===== config.mk =====
export PLATFORM = sky130hd
export DESIGN_NAME = counter_ctrl
export DESIGN_NICKNAME = d
export VERILOG_FILES = /design/src/rtl/counter_ctrl.sv
export SDC_FILE = /design/constraint.sdc
export NUM_CORES = 1
export LEC_CHECK = 0
export ABC_AREA = 0
export CAP_MARGIN = 20
export CORE_ASPECT_RATIO = 0.75
export CORE_MARGIN = 5
export CORE_UTILIZATION = 59
export CTS_CLUSTER_DIAMETER = 100
export DETAILED_ROUTE_END_ITERATION = 8
export PLACE_DENSITY = 0.79
export SKIP_CTS_REPAIR_TIMING = 1
export SLEW_MARGIN = 20
export SYNTH_ARGS = -nofsm -noshare
export SYNTH_HDL_FRONTEND = slang
export SYNTH_SLANG_ARGS = --single-unit

===== constraint.sdc =====
create_clock -name clk100_i -period 4.4 [get_ports clk100_i]
set_clock_uncertainty 0.15 [all_clocks]
set_input_delay 1.1 -clock clk100_i [delete_from_list [all_inputs] [get_ports clk100_i]]
set_output_delay 1.1 -clock clk100_i [all_outputs]
set_load 0.02 [all_outputs]

===== src/rtl/counter_ctrl.sv =====
// Three-key debounced front end for an accumulating counter: load (key 0), hold toggle (key 1), clear (key 2).
// Define COUNTER_CTRL_AUTOREPEAT_EN to compile in auto-repeat loads while key 0 stays pressed.
module counter_ctrl #(
    parameter int DB_CYCLES     = 2_000_000,
    parameter int REPEAT_CYCLES = 50_000_000
) (
    input  logic       clk100_i,
    input  logic       rst_i,
    input  logic [2:0] key_i,
    input  logic [9:0] sw_i,
    output logic       load_o,
    output logic       clear_o,
    output logic [9:0] data_o,
    output logic       hold_o,
    output logic [1:0] state_o
);

    localparam int CW = $clog2(DB_CYCLES + 1);
    localparam logic [CW-1:0] DB_LAST = CW'(DB_CYCLES - 1);
    localparam logic [CW-1:0] DB_MAX  = CW'(DB_CYCLES);

    if (DB_CYCLES < 2 || DB_CYCLES > 24'hFF_FFFF || REPEAT_CYCLES < 1) begin : g_param_check
        $error("counter_ctrl: DB_CYCLES or REPEAT_CYCLES out of range");
    end

    typedef enum logic [1:0] {
        IDLE       = 2'b00,
        DB_PRESS   = 2'b01,
        PRESSED    = 2'b10,
        DB_RELEASE = 2'b11
    } key_state_t;

    key_state_t    st   [3];
    logic [CW-1:0] cnt  [3];
    logic [2:0]    sync_a;
    logic [2:0]    sync_b;
    logic [2:0]    low;
    logic [2:0]    evt;
    logic          load_evt;
    logic          load_ok;

    // Reset value 1 models released buttons so reset never looks like a press.
    always_ff @(posedge clk100_i or posedge rst_i) begin
        if (rst_i) begin
            sync_a <= 3'b111;
            sync_b <= 3'b111;
        end else begin
            sync_a <= key_i;
            sync_b <= sync_a;
        end
    end

    assign low = ~sync_b;

    // NOTE: every always_comb output gets a default first so no latch can be inferred.
    always_comb begin
        evt = '0;
        for (int i = 0; i < 3; i++) begin
            evt[i] = (st[i] == DB_PRESS) && low[i] && (cnt[i] == DB_LAST);
        end
    end

    always_ff @(posedge clk100_i or posedge rst_i) begin
        if (rst_i) begin
            for (int i = 0; i < 3; i++) begin
                st[i]  <= IDLE;
                cnt[i] <= '0;
            end
        end else begin
            for (int i = 0; i < 3; i++) begin
                unique case (st[i])
                    IDLE: begin
                        if (low[i]) begin
                            st[i]  <= DB_PRESS;
                            cnt[i] <= '0;
                        end
                    end
                    DB_PRESS: begin
                        if (!low[i]) begin
                            st[i]  <= IDLE;
                            cnt[i] <= '0;
                        end else if (cnt[i] == DB_LAST) begin
                            st[i]  <= PRESSED;
                            cnt[i] <= '0;
                        end else if (cnt[i] != DB_MAX) begin
                            cnt[i] <= cnt[i] + CW'(1);
                        end
                    end
                    PRESSED: begin
                        if (!low[i]) begin
                            st[i]  <= DB_RELEASE;
                            cnt[i] <= '0;
                        end
                    end
                    DB_RELEASE: begin
                        if (low[i]) begin
                            st[i]  <= PRESSED;
                            cnt[i] <= '0;
                        end else if (cnt[i] == DB_LAST) begin
                            st[i]  <= IDLE;
                            cnt[i] <= '0;
                        end else if (cnt[i] != DB_MAX) begin
                            cnt[i] <= cnt[i] + CW'(1);
                        end
                    end
                endcase
            end
        end
    end

`ifdef COUNTER_CTRL_AUTOREPEAT_EN
    localparam int RW = $clog2(REPEAT_CYCLES + 1);
    localparam logic [RW-1:0] REP_LAST = RW'(REPEAT_CYCLES - 1);

    logic [RW-1:0] rep_cnt;
    logic          rep_evt;

    // Repeats only fire while the key is still sampled low, so a release never adds a trailing load.
    assign rep_evt = (st[0] == PRESSED) && low[0] && (rep_cnt == REP_LAST);

    always_ff @(posedge clk100_i or posedge rst_i) begin
        if (rst_i) begin
            rep_cnt <= '0;
        end else if (st[0] != PRESSED || !low[0] || rep_evt) begin
            rep_cnt <= '0;
        end else begin
            rep_cnt <= rep_cnt + RW'(1);
        end
    end

    assign load_evt = evt[0] | rep_evt;
`else
    assign load_evt = evt[0];
`endif

    // Clear has priority over load; hold only blocks loads.
    assign load_ok = load_evt && !hold_o && !evt[2];

    always_ff @(posedge clk100_i or posedge rst_i) begin
        if (rst_i) begin
            load_o  <= 1'b0;
            clear_o <= 1'b0;
            data_o  <= '0;
            hold_o  <= 1'b0;
        end else begin
            load_o  <= load_ok;
            clear_o <= evt[2];
            if (load_ok) begin
                data_o <= sw_i;
            end
            if (evt[1]) begin
                hold_o <= ~hold_o;
            end
        end
    end

    assign state_o = st[0];

endmodule

After elaboration in Yosys (flattened, before gate mapping)
Cells that the tools add are included.

operators by class
  add/sub/neg operators = 3
  eq/ne operators = 27
  multiplexer cells = 42
  bitwise operators = 2
  reductions and logical operators = 19

operators with widths
  kind                                                  count
  two-way mux 21 bit                                    18
  case mux 21 bit (4 select lines)                      3
  adder 21 x 1 -> 21 bit (second input constant)        3
  equality test 21 bit (second input constant)          3
  != test 21 bit (second input constant)                3
  two-way mux 2 bit                                     18
  case mux 2 bit (4 select lines)                       3
  equality test 2 bit (second input constant)           6
  != test 2 bit (second input constant)                 6
  AND reduction 4 bit                                   3
  != test 3 x 2 -> 1 bit (second input constant)        3
  != test 3 bit (second input constant)                 3
  logical AND 1 bit                                     8
  equality test 2 x 1 -> 1 bit (second input constant)  3
  zero test 2 bit                                       3
  AND reduction 2 bit                                   3
  inverter 3 bit                                        1
  zero test 1 bit                                       2
  inverter 1 bit                                        1

storage, ports and cells
  flip-flop bits (word level) = 88
  input port bits = 15
  word-level logic and storage cells = 105

Longest topological paths before layout
Gate-level depths: netlist of run 1.

  word-level depth = 5
  depth in mapped cells = 7
  depth with buffers taken out = 7

Worst setup path before layout of run 1
OpenSTA, ideal clock, no wires.

  kind = register to register
  start = reg cnt[22] (netlist bit)
  end = reg cnt[39] (netlist bit)
  arrival = 1819 ps
  required time = 4186 ps
  setup slack = 2367 ps
  stages on the path, launching flop included = 7
  cells stage by stage = dfrtp_1 > ha_1 > nand3_2 > or4_4 > or3_1 > a21oi_1 > a21o_1

between the ends
  word-level cells in the longest chain between the ends = 5
  elaborated cells on any way between the ends = 8

ends and longest elaborated chain
  item                                                             RTL line  source
  from (decl)                                                      34        logic [CW-1:0] cnt [3];
  from (signal, indexed assignment)                                86        cnt[i] <= cnt[i] + CW'(1);
  from (signal, indexed assignment)                                103       cnt[i] <= cnt[i] + CW'(1);
  adder 21 x 1 -> 21 bit / != test 21 bit (equally long branches)  -
  two-way mux 21 bit                                               85, 102
  two-way mux 21 bit (*)                                           99        end else if (cnt[i] == DB_LAST) begin
  two-way mux 21 bit (on tied branches)                            96, 79
  case mux 21 bit (4 select lines) (*)                             71        unique case (st[i])

Mark *: on every way between the ends. The rest lies on a longest branch, timed or not.
A chain may end at the register's enable or synchronous reset.

Worst setup path in the final report of run 1
  start = reg hold_o
  end = out hold_o

RTL lines
  item                    RTL line  source
  from (decl)             14        output logic hold_o,
  from (signal assigned)  152       hold_o <= ~hold_o;

No word-level cell between the ends.

==> results of run 1 <==
how the worst min path moves through the flow:
| stage | start | to | depth (start not counted) |
|---|---|---|---|
| floorplan | sync_a[0]$_DFF_PP1_ | sync_b[0]$_DFF_PP1_ | 0 |
| global placement | sync_a[1]$_DFF_PP1_ | sync_b[1]$_DFF_PP1_ | 0 |
| detailed placement | sync_a[1]$_DFF_PP1_ | sync_b[1]$_DFF_PP1_ | 0 |
| CTS | sync_a[1]$_DFF_PP1_ | sync_b[1]$_DFF_PP1_ | 0 |
| global route | sync_a[1]$_DFF_PP1_ | sync_b[1]$_DFF_PP1_ | 0 |
| finish | sync_a[1]$_DFF_PP1_ | sync_b[1]$_DFF_PP1_ | 0 |
sequential cells by signal (all words and copies together) (netlist names), named ones only:
register,flops
cnt,63
data_o,10
sync_a,3
sync_b,3
st,2
clear_o,1
hold_o,1
load_o,1
state_o,1
metal layers:
layer | share of wire, % | vias to the layer above
met5 | 0 | -
met4 | 1.3 | 0
li1 | - | 1934
met1 | 48 | 1938
met2 | 43 | 157
met3 | 7.1 | 16
cells by family (layout without fill, tap and decap cells):
kind of cell	Yosys count	after routing	synth area share, %
buffers and inverters	36	63	3.221
XOR/XNOR	8	8	1.491
multiplexers	13	13	3.062
flip-flops	88	88	47.02
AO/OA/AOI/OAI	137	137	18.90
AND/OR/NAND/NOR	217	217	24.71
adder cells (fa/ha/maj)	6	6	1.597
power by group:
group,internal [mW],total [mW],switching [mW],leakage (nW)
sequential,0.852,0.904,0.0520,1.20
clock,0.279,0.572,0.294,0.0949
combinational,0.141,0.408,0.268,0.883
total,1.27,1.89,0.614,2.18
synth_stat cells (2+ instances only):
| master | n |
|---|---|
| sky130_fd_sc_hd__and2_1 | 5 |
| sky130_fd_sc_hd__nor2_1 | 23 |
| sky130_fd_sc_hd__and4_1 | 6 |
| sky130_fd_sc_hd__a31oi_1 | 24 |
| sky130_fd_sc_hd__o31ai_1 | 3 |
| sky130_fd_sc_hd__mux2_2 | 11 |
| sky130_fd_sc_hd__nand2_1 | 60 |
| sky130_fd_sc_hd__o211ai_1 | 2 |
| sky130_fd_sc_hd__a41oi_1 | 5 |
| sky130_fd_sc_hd__a21oi_1 | 26 |
| sky130_fd_sc_hd__o21ai_0 | 36 |
| sky130_fd_sc_hd__nor3b_1 | 3 |
| sky130_fd_sc_hd__nand3_1 | 38 |
| sky130_fd_sc_hd__dfrtp_1 | 82 |
| sky130_fd_sc_hd__ha_1 | 6 |
| sky130_fd_sc_hd__o2bb2ai_1 | 2 |
| sky130_fd_sc_hd__nand4_1 | 15 |
| sky130_fd_sc_hd__or2_2 | 5 |
| sky130_fd_sc_hd__a21oi_2 | 2 |
| sky130_fd_sc_hd__xor2_1 | 3 |
| sky130_fd_sc_hd__inv_1 | 16 |
| sky130_fd_sc_hd__nor3_1 | 16 |
| sky130_fd_sc_hd__buf_2 | 6 |
| sky130_fd_sc_hd__nor4_1 | 5 |
| sky130_fd_sc_hd__o22ai_1 | 2 |
| sky130_fd_sc_hd__a21o_1 | 14 |
| sky130_fd_sc_hd__xnor2_1 | 5 |
| sky130_fd_sc_hd__nor2b_1 | 2 |
| sky130_fd_sc_hd__nand2b_1 | 4 |
| sky130_fd_sc_hd__dfstp_2 | 6 |
| sky130_fd_sc_hd__buf_4 | 2 |
| sky130_fd_sc_hd__or3_1 | 8 |
| sky130_fd_sc_hd__nor4b_1 | 9 |
| sky130_fd_sc_hd__mux2i_1 | 2 |
| sky130_fd_sc_hd__a22o_1 | 11 |
| sky130_fd_sc_hd__and3_1 | 10 |
| sky130_fd_sc_hd__clkbuf_1 | 11 |
cell type report:
type                            instances  area, um2  area share (%)
Tap cell                              105      131.4           2.489
Timing Repair Buffer                   31      317.8           6.022
Inverter                               16      61.31           1.162
Clock inverter                          6      66.31           1.257
Clock buffer                           10      137.6           2.608
Sequential cell                        88       2210           41.87
Multi-Input combinational cell        381       2354           44.59
per-stage QoR:
step / util, % / cell area [um2] / hold WS [ns] / setup slack (ns)
after global placement: 64.75 / 5059 / 0.1971 / 1.886
after CTS: 67.36 / 5263 / 0.2098 / 1.674
after detailed placement: 64.75 / 5059 / 0.1972 / 1.840
final: 67.55 / 5278 / 0.2093 / 1.685
after floorplan: - / 4700 / 0.1952 / 0.8814
after global routing: 67.55 / 5278 / 0.2198 / 1.635
==> Flow_metrics.wiki, run 1 <==
{| class="wikitable"
! Metric !! Value
|-
| Status || completed
|-
| Final period utilization || 61.70%
|-
| Sink count of the clock tree || about 90
|-
| CTS HTree Levels || 3
|-
| Maximum number of pins on one net before global-route repair || between 40 and 50
|-
| Total routing resource utilization after global routing || 22.56%
|-
| Busiest metal layer after global routing || met2
|-
| CTS max path bufs || 2
|-
| Leakage power || 2.176 nW
|-
| Initial Util || 60.15%
|-
| Total length of routed wires || 10470 um
|-
| Routed Antenna Nets || 0
|-
| Top delay family on crit path || buffers and inverters
|-
| Die Ht || about 87 um
|-
| Commonest non-fill, non-tap cells in the layout || sky130_fd_sc_hd__dfrtp_1 (82), sky130_fd_sc_hd__nand2_1 (60), sky130_fd_sc_hd__nand3_1 (38), sky130_fd_sc_hd__o21ai_0 (36), sky130_fd_sc_hd__clkdlybuf4s50_1 (29)
|-
| Crit path capture type || primary output
|-
| Wire length of the first global-routing pass || 18050 um
|-
| Critical path origin || hold_o$_DFFE_PP0P_
|-
| Most used DFF post-synth || sky130_fd_sc_hd__dfrtp_1
|-
| Highest ir drop seen on vdd || 0.0003550 V
|-
| Antenna violations before repair || 0
|-
| Largest fanout on the critical path || 4
|-
| Worst path depth || 1
|-
| Root buffer selected by CTS || sky130_fd_sc_hd__clkbuf_8
|-
| Sequential share of the synthesized area || 47.02%
|-
| Remaining Overflow, GRT || 0
|-
| Weighted congestion at the end of routability-driven global placement || 0.8288
|-
| Horizontal die dimension || approximately 110 um
|-
| F_max || roughly 0.37 GHz
|-
| Initial DRC Count || 421
|-
| Mean cell area of the mapped netlist || 9.306 um2
|-
| Clock latency on the worst-skew pair || 0.36 ns
|-
| I/O pin cnt || 30
|-
| Cell types occupying the most area after synthesis || sky130_fd_sc_hd__dfrtp_1 (44%), sky130_fd_sc_hd__nand2_1 (4.8%), sky130_fd_sc_hd__nand3_1 (4.0%)
|-
| Number of iterations in the first detailed-routing pass || 5
|-
| Number of pins with negative max-slew slack in the final report || 0
|-
| Met2 GRT Util || 33.76%
|-
| Fraction of synthesized cell area taken by the top area cell type || 43.66%
|-
| Number of clock buffers inserted by TritonCTS || 9
|-
| Routed via count divided by cell count || 6.350
|-
| EDFF count, synth || 0
|-
| Critical Path Source Type || flop
|-
| Final-report hold violation count || 0
|-
| # nets final || 548
|-
| Via count of the routed design || 4045
|-
| Launch point of the worst reg-to-reg path || cnt[21]$_DFFE_PP0P_
|-
| Met1 track utilization from global routing || roughly a third
|-
| Net count after synthesis || around 530
|-
| Slowest Stage Delay on Critical Path || 0.65 ns
|-
| Met3 GRT Util || approximately 5.6%
|-
| Setup repair after global routing missed its margin || false
|-
| Number of inserted filler cells in the final layout || between 600 and 700
|-
| P per Cell Area || 357.2 nW/um2
|-
| Buffers & Inverters on Critical Path || 1
|-
| Core footprint || a little under 8000 um2
|-
| Synth area leader || sky130_fd_sc_hd__dfrtp_1
|-
| Worst Hold Class || flop to flop
|-
| Required time of the critical path || between 3 and 4 ns
|-
| Cells after Synth || a little over 500
|-
| Placed cells || 621
|-
| Share of final-layout standard cells stronger than drive strength 1 || 9.962%
|-
| Endpoint of the worst-slack reg-to-reg timing path || cnt[32]$_DFFE_PP0P_
|-
| Via count of the first global-routing pass || 3645
|-
| Slew at the pin with the worst max-slew slack || just under 0.9 ns
|-
| Number of rows in the core area || 28
|-
| Critical path endpoint || hold_o
|-
| CTS clock-pin slew for the worst setup and hold paths || 0.09 ns
|-
| DIE AREA || 9869 um2
|-
| Worst-case headroom to the max-slew limit || 42.17%
|-
| Netlist Area Pre-Place || 4700 um2
|-
| Pwr Total || 1.885 mW
|-
| Post-Route Setup TNS || 0 ns
|-
| Critical-path top delay cell || sky130_fd_sc_hd__clkdlybuf4s50_1
|-
| Average wire per cell in the routed design || 16.44 um
|-
| Layout Cells excl Fill || 637
|-
| Ordered list of cells on the worst path || clkdlybuf4s50_1
|-
| Flop and latch count out of synthesis || 88
|-
| Internal reg-to-reg setup slack || roughly 2 ns
|-
| TritonCTS clock tree || yes
|-
| Leading cell type in the layout, fill and taps excluded || sky130_fd_sc_hd__dfrtp_1
|-
| Sum of net half-perimeters after detailed placement || 7204 um
|-
| Distinct cell type count after synthesis || 56
|-
| Arrival time of data at the critical path endpoint || 1.46 ns
|-
| Count of synthesis-stage warnings from yosys || 0
|-
| Share of synthesized flip-flops with an asynchronous set or reset || 100.0%
|-
| Area added between synthesis and finish || 12.30%
|-
| Setup-failing EPs final || 0
|-
| Number of maximum-capacitance violations || 0
|-
| Crit Path Category || flop to primary output
|-
| Number of port buffers || 29
|-
| Number of inserted diodes || 0
|-
| DR DRC count || 0
|-
| Minimum clock period after layout || 2.715 ns
|-
| Depth of the worst register-to-register path || 7
|}
Note: power is estimated with default switching activity, not from simulation.
==> inputs of run 2 (changes only) <==
--- a/config.mk
+++ b/config.mk
@@ -9,10 +9,10 @@
 export CAP_MARGIN = 20
 export CORE_ASPECT_RATIO = 0.75
 export CORE_MARGIN = 5
-export CORE_UTILIZATION = 59
+export CORE_UTILIZATION = 54
 export CTS_CLUSTER_DIAMETER = 100
 export DETAILED_ROUTE_END_ITERATION = 8
-export PLACE_DENSITY = 0.79
+export PLACE_DENSITY = 0.77
 export SKIP_CTS_REPAIR_TIMING = 1
 export SLEW_MARGIN = 20
 export SYNTH_ARGS = -nofsm -noshare
==> constraint.sdc (replaced) <==
create_clock -name clk100_i -period 2.2 [get_ports clk100_i]
set_clock_uncertainty 0.15 [all_clocks]
set_input_delay 0.55 -clock clk100_i [delete_from_list [all_inputs] [get_ports clk100_i]]
set_output_delay 0.55 -clock clk100_i [all_outputs]
set_load 0.02 [all_outputs]
==> run 2 against run 1 <==
Net effect:
- total power increased by 130%
- clock-buffer cell count unchanged
- non-clock buffer count up 36
- critical endpoint unchanged
- global-route usage shrank 0.52 points
- sequential power is 100% higher
- worst hold slack got worse by 0.0031 ns
- register-to-register slack worse by 2.0 ns
- core utilization decreased by 0.15 points
==> Flow_metrics.wiki, run 2 (synthesis gave the netlist of run 1 again) <==
{| class="wikitable"
! Metric !! Value
|-
| Share of final-layout standard cells stronger than drive strength 1 || 16.90% (+6.9 points)
|-
| Maximum number of pins on one net before global-route repair || 32 (-32%)
|-
| Minimum clock period after layout || 2.164 ns
|-
| Critical path origin || hold_o$_DFFE_PP0P_
|-
| Initial Util || 55.35% (-4.8 points)
|-
| DR DRC count || 0 (unchanged)
|-
| Total length of routed wires || 11520 um (+10%)
|-
| Antenna violations before repair || 0 (unchanged)
|-
| Initial DRC Count || 409 (-2.9%)
|-
| Post-layout util || 67.40% (-0.15 points)
|-
| Die Ht || 90.79 um (+4.0%)
|-
| Setup-failing EPs final || 0 (unchanged)
|-
| I/O pin cnt || 30 (unchanged)
|-
| Post-Route Setup TNS || 0 ns (unchanged)
|-
| Total routing resource utilization after global routing || 22.04% (-0.52 points)
|-
| Largest fanout on the critical path || 4 (unchanged)
|-
| Worst Hold Class || flop to flop
|-
| Wire length of the first global-routing pass || 19620 um (+8.7%)
|-
| Remaining Overflow, GRT || 0 (unchanged)
|-
| Slew at the pin with the worst max-slew slack || 0.8625 ns (-0.001707 ns)
|-
| Via count of the first global-routing pass || 4064 (+11%)
|-
| Smallest setup slack after layout || 0.03557 ns (-1.649 ns)
|-
| Top delay family on crit path || buffers and inverters
|-
| Ordered list of cells on the worst path || clkdlybuf4s50_1
|-
| CTS HTree Levels || 3 (unchanged)
|-
| Number of maximum-capacitance violations || 0 (unchanged)
|-
| Critical-path top delay cell || sky130_fd_sc_hd__clkdlybuf4s50_1
|-
| Top Registers || cnt: 63 flops, data_o: 10 flops
|-
| Horizontal die dimension || 117.7 um (+4.1%)
|-
| Worst hold slack || 0.2062 ns (-0.003058 ns)
|-
| Routed via count divided by cell count || 6.274 (-1.2%)
|-
| Number of iterations in the first detailed-routing pass || 5 (unchanged)
|-
| Required time of the critical path || 1.50 ns (-1.65 ns)
|-
| Number of pins with negative max-slew slack in the final report || 0 (unchanged)
|-
| Commonest non-fill, non-tap cells in the layout || sky130_fd_sc_hd__dfrtp_1 (82), sky130_fd_sc_hd__nand2_1 (59), sky130_fd_sc_hd__nand3_1 (38), sky130_fd_sc_hd__o21ai_0 (36), sky130_fd_sc_hd__buf_4 (34)
|-
| Core footprint || 8491 um2 (+8.7%)
|-
| CTS clock-pin slew for the worst setup and hold paths || 0.06 ns (-0.03 ns)
|-
| Average wire per cell in the routed design || 17.04 um (+3.6%)
|-
| Critical path endpoint || hold_o
|-
| Leading cell type in the layout, fill and taps excluded || sky130_fd_sc_hd__dfrtp_1
|-
| Final period utilization || 98.38%
|-
| Sum of net half-perimeters after detailed placement || 7937 um (+10%)
|-
| TritonCTS clock tree || yes
|-
| Buffers & Inverters on Critical Path || 1 (unchanged)
|-
| Post-Place Setup Slack || 0.03691 ns (-1.804 ns)
|-
| Non-Filler Cell Area, Final || 5723 um2 (+8.4%)
|-
| Post-place instance area || 5330 um2 (+5.4%)
|-
| Via count of the routed design || 4241 (+4.8%)
|-
| Number of clock buffers inserted by TritonCTS || 9 (unchanged)
|-
| Largest Register || cnt
|-
| Critical Path Source Type || flop
|-
| Weighted congestion at the end of routability-driven global placement || 0.9273 (+12%)
|-
| Number of inserted diodes || 0 (unchanged)
|-
| Clock latency on the worst-skew pair || 0.34 ns (-0.02 ns)
|-
| Launch point of the worst reg-to-reg path || cnt[43]$_DFFE_PP0P_
|-
| Highest ir drop seen on vdd || 0.0005510 V (+55%)
|-
| DIE AREA || 10690 um2 (+8.3%)
|-
| Endpoint of the worst-slack reg-to-reg timing path || data_o[7]$_DFFE_PP0P_
|-
| F_max || around 0.46 GHz
|-
| Number of inserted filler cells in the final layout || 661 (+7.5%)
|-
| P per Cell Area || 752.0 nW/um2 (+110%)
|-
| CTS max path bufs || 2 (unchanged)
|-
| Number of flip-flops in the largest register || 63 (unchanged)
|-
| Final-report hold violation count || 0 (unchanged)
|-
| Number of rows in the core area || 29 (+3.6%)
|-
| Slowest Stage Delay on Critical Path || 0.65 ns (about the same)
|-
| Crit path capture type || primary output
|-
| Worst path depth || 1 (unchanged)
|-
| Depth of the worst register-to-register path || 7 (unchanged)
|-
| Arrival time of data at the critical path endpoint || 1.46 ns (about the same)
|-
| Routed Antenna Nets || 0 (unchanged)
|-
| Crit Path Category || flop to primary output
|-
| # nets final || 584 (+6.6%)
|-
| Worst-case headroom to the max-slew limit || 42.29% (+0.11 points)
|-
| Status || completed
|-
| Area added between synthesis and finish || 21.78%
|-
| Sink count of the clock tree || 88 (unchanged)
|-
| Number of port buffers || 29 (unchanged)
|-
| Leakage power || 2.420 nW (+11%)
|-
| Internal reg-to-reg setup slack || 0.05 ns (-1.95 ns)
|-
| Root buffer selected by CTS || sky130_fd_sc_hd__clkbuf_16
|}
-- run 2: cell types whose count changed in the layout (fill, tap and decap cells not counted), moves of 2 or more --
cell,change
sky130_fd_sc_hd__buf_4,+33
sky130_fd_sc_hd__clkbuf_16,+9
sky130_fd_sc_hd__clkbuf_8,-9
sky130_fd_sc_hd__buf_12,+3
sky130_fd_sc_hd__a21oi_2,+2
sky130_fd_sc_hd__a21oi_4,-2
-- run 2: final cells by class --
type | count | area, um2 | area share (%)
Sequential cell | 88 | 2210 | 38.61
Tap cell | 108 | 135.1 | 2.361
Timing Repair Buffer | 67 | 625.6 | 10.93
Clock inverter | 6 | 67.56 | 1.181
Multi-Input combinational cell | 381 | 2382 | 41.63
Clock buffer | 10 | 239.0 | 4.176
Inverter | 16 | 63.81 | 1.115
-- run 2: per-stage QoR --
stage | instances | total power, mW
2_1_floorplan | 505 | 2.424
3_3_place_gp | 656 | 2.656
3_5_place_dp | 656 | 2.698
4_1_cts | 672 | 4.262
5_1_grt | 676 | 4.513
6_report | 676 | 4.304
-- run 2: where the power goes --
| group | total (mW) | leakage (nW) | switching, mW | internal [mW] |
|---|---|---|---|---|
| sequential | 1.82 | 1.20 | 0.113 | 1.71 |
| clock | 1.56 | 0.145 | 0.650 | 0.915 |
| combinational | 0.919 | 1.08 | 0.563 | 0.356 |
-- run 2: worst min path at each step --
stage                              startpoint                  end  slack, ns  cells past startpoint
final                     sync_a[2]$_DFF_PP1_  sync_b[2]$_DFF_PP1_       0.21                      0
after global routing      sync_a[0]$_DFF_PP1_  sync_b[0]$_DFF_PP1_       0.21                      0
after CTS                 sync_a[2]$_DFF_PP1_  sync_b[2]$_DFF_PP1_       0.21                      0
after detailed placement  sync_a[2]$_DFF_PP1_  sync_b[2]$_DFF_PP1_       0.20                      0
after global placement    sync_a[1]$_DFF_PP1_  sync_b[1]$_DFF_PP1_       0.20                      0
after floorplan           sync_a[0]$_DFF_PP1_  sync_b[0]$_DFF_PP1_       0.20                      0
-- run 2: layer usage --
layer,wire length [um],track usage [%]
met1,5325,31.01
met2,5216,33.52
met3,820,6.199
met4,155,6.017
met5,0,0
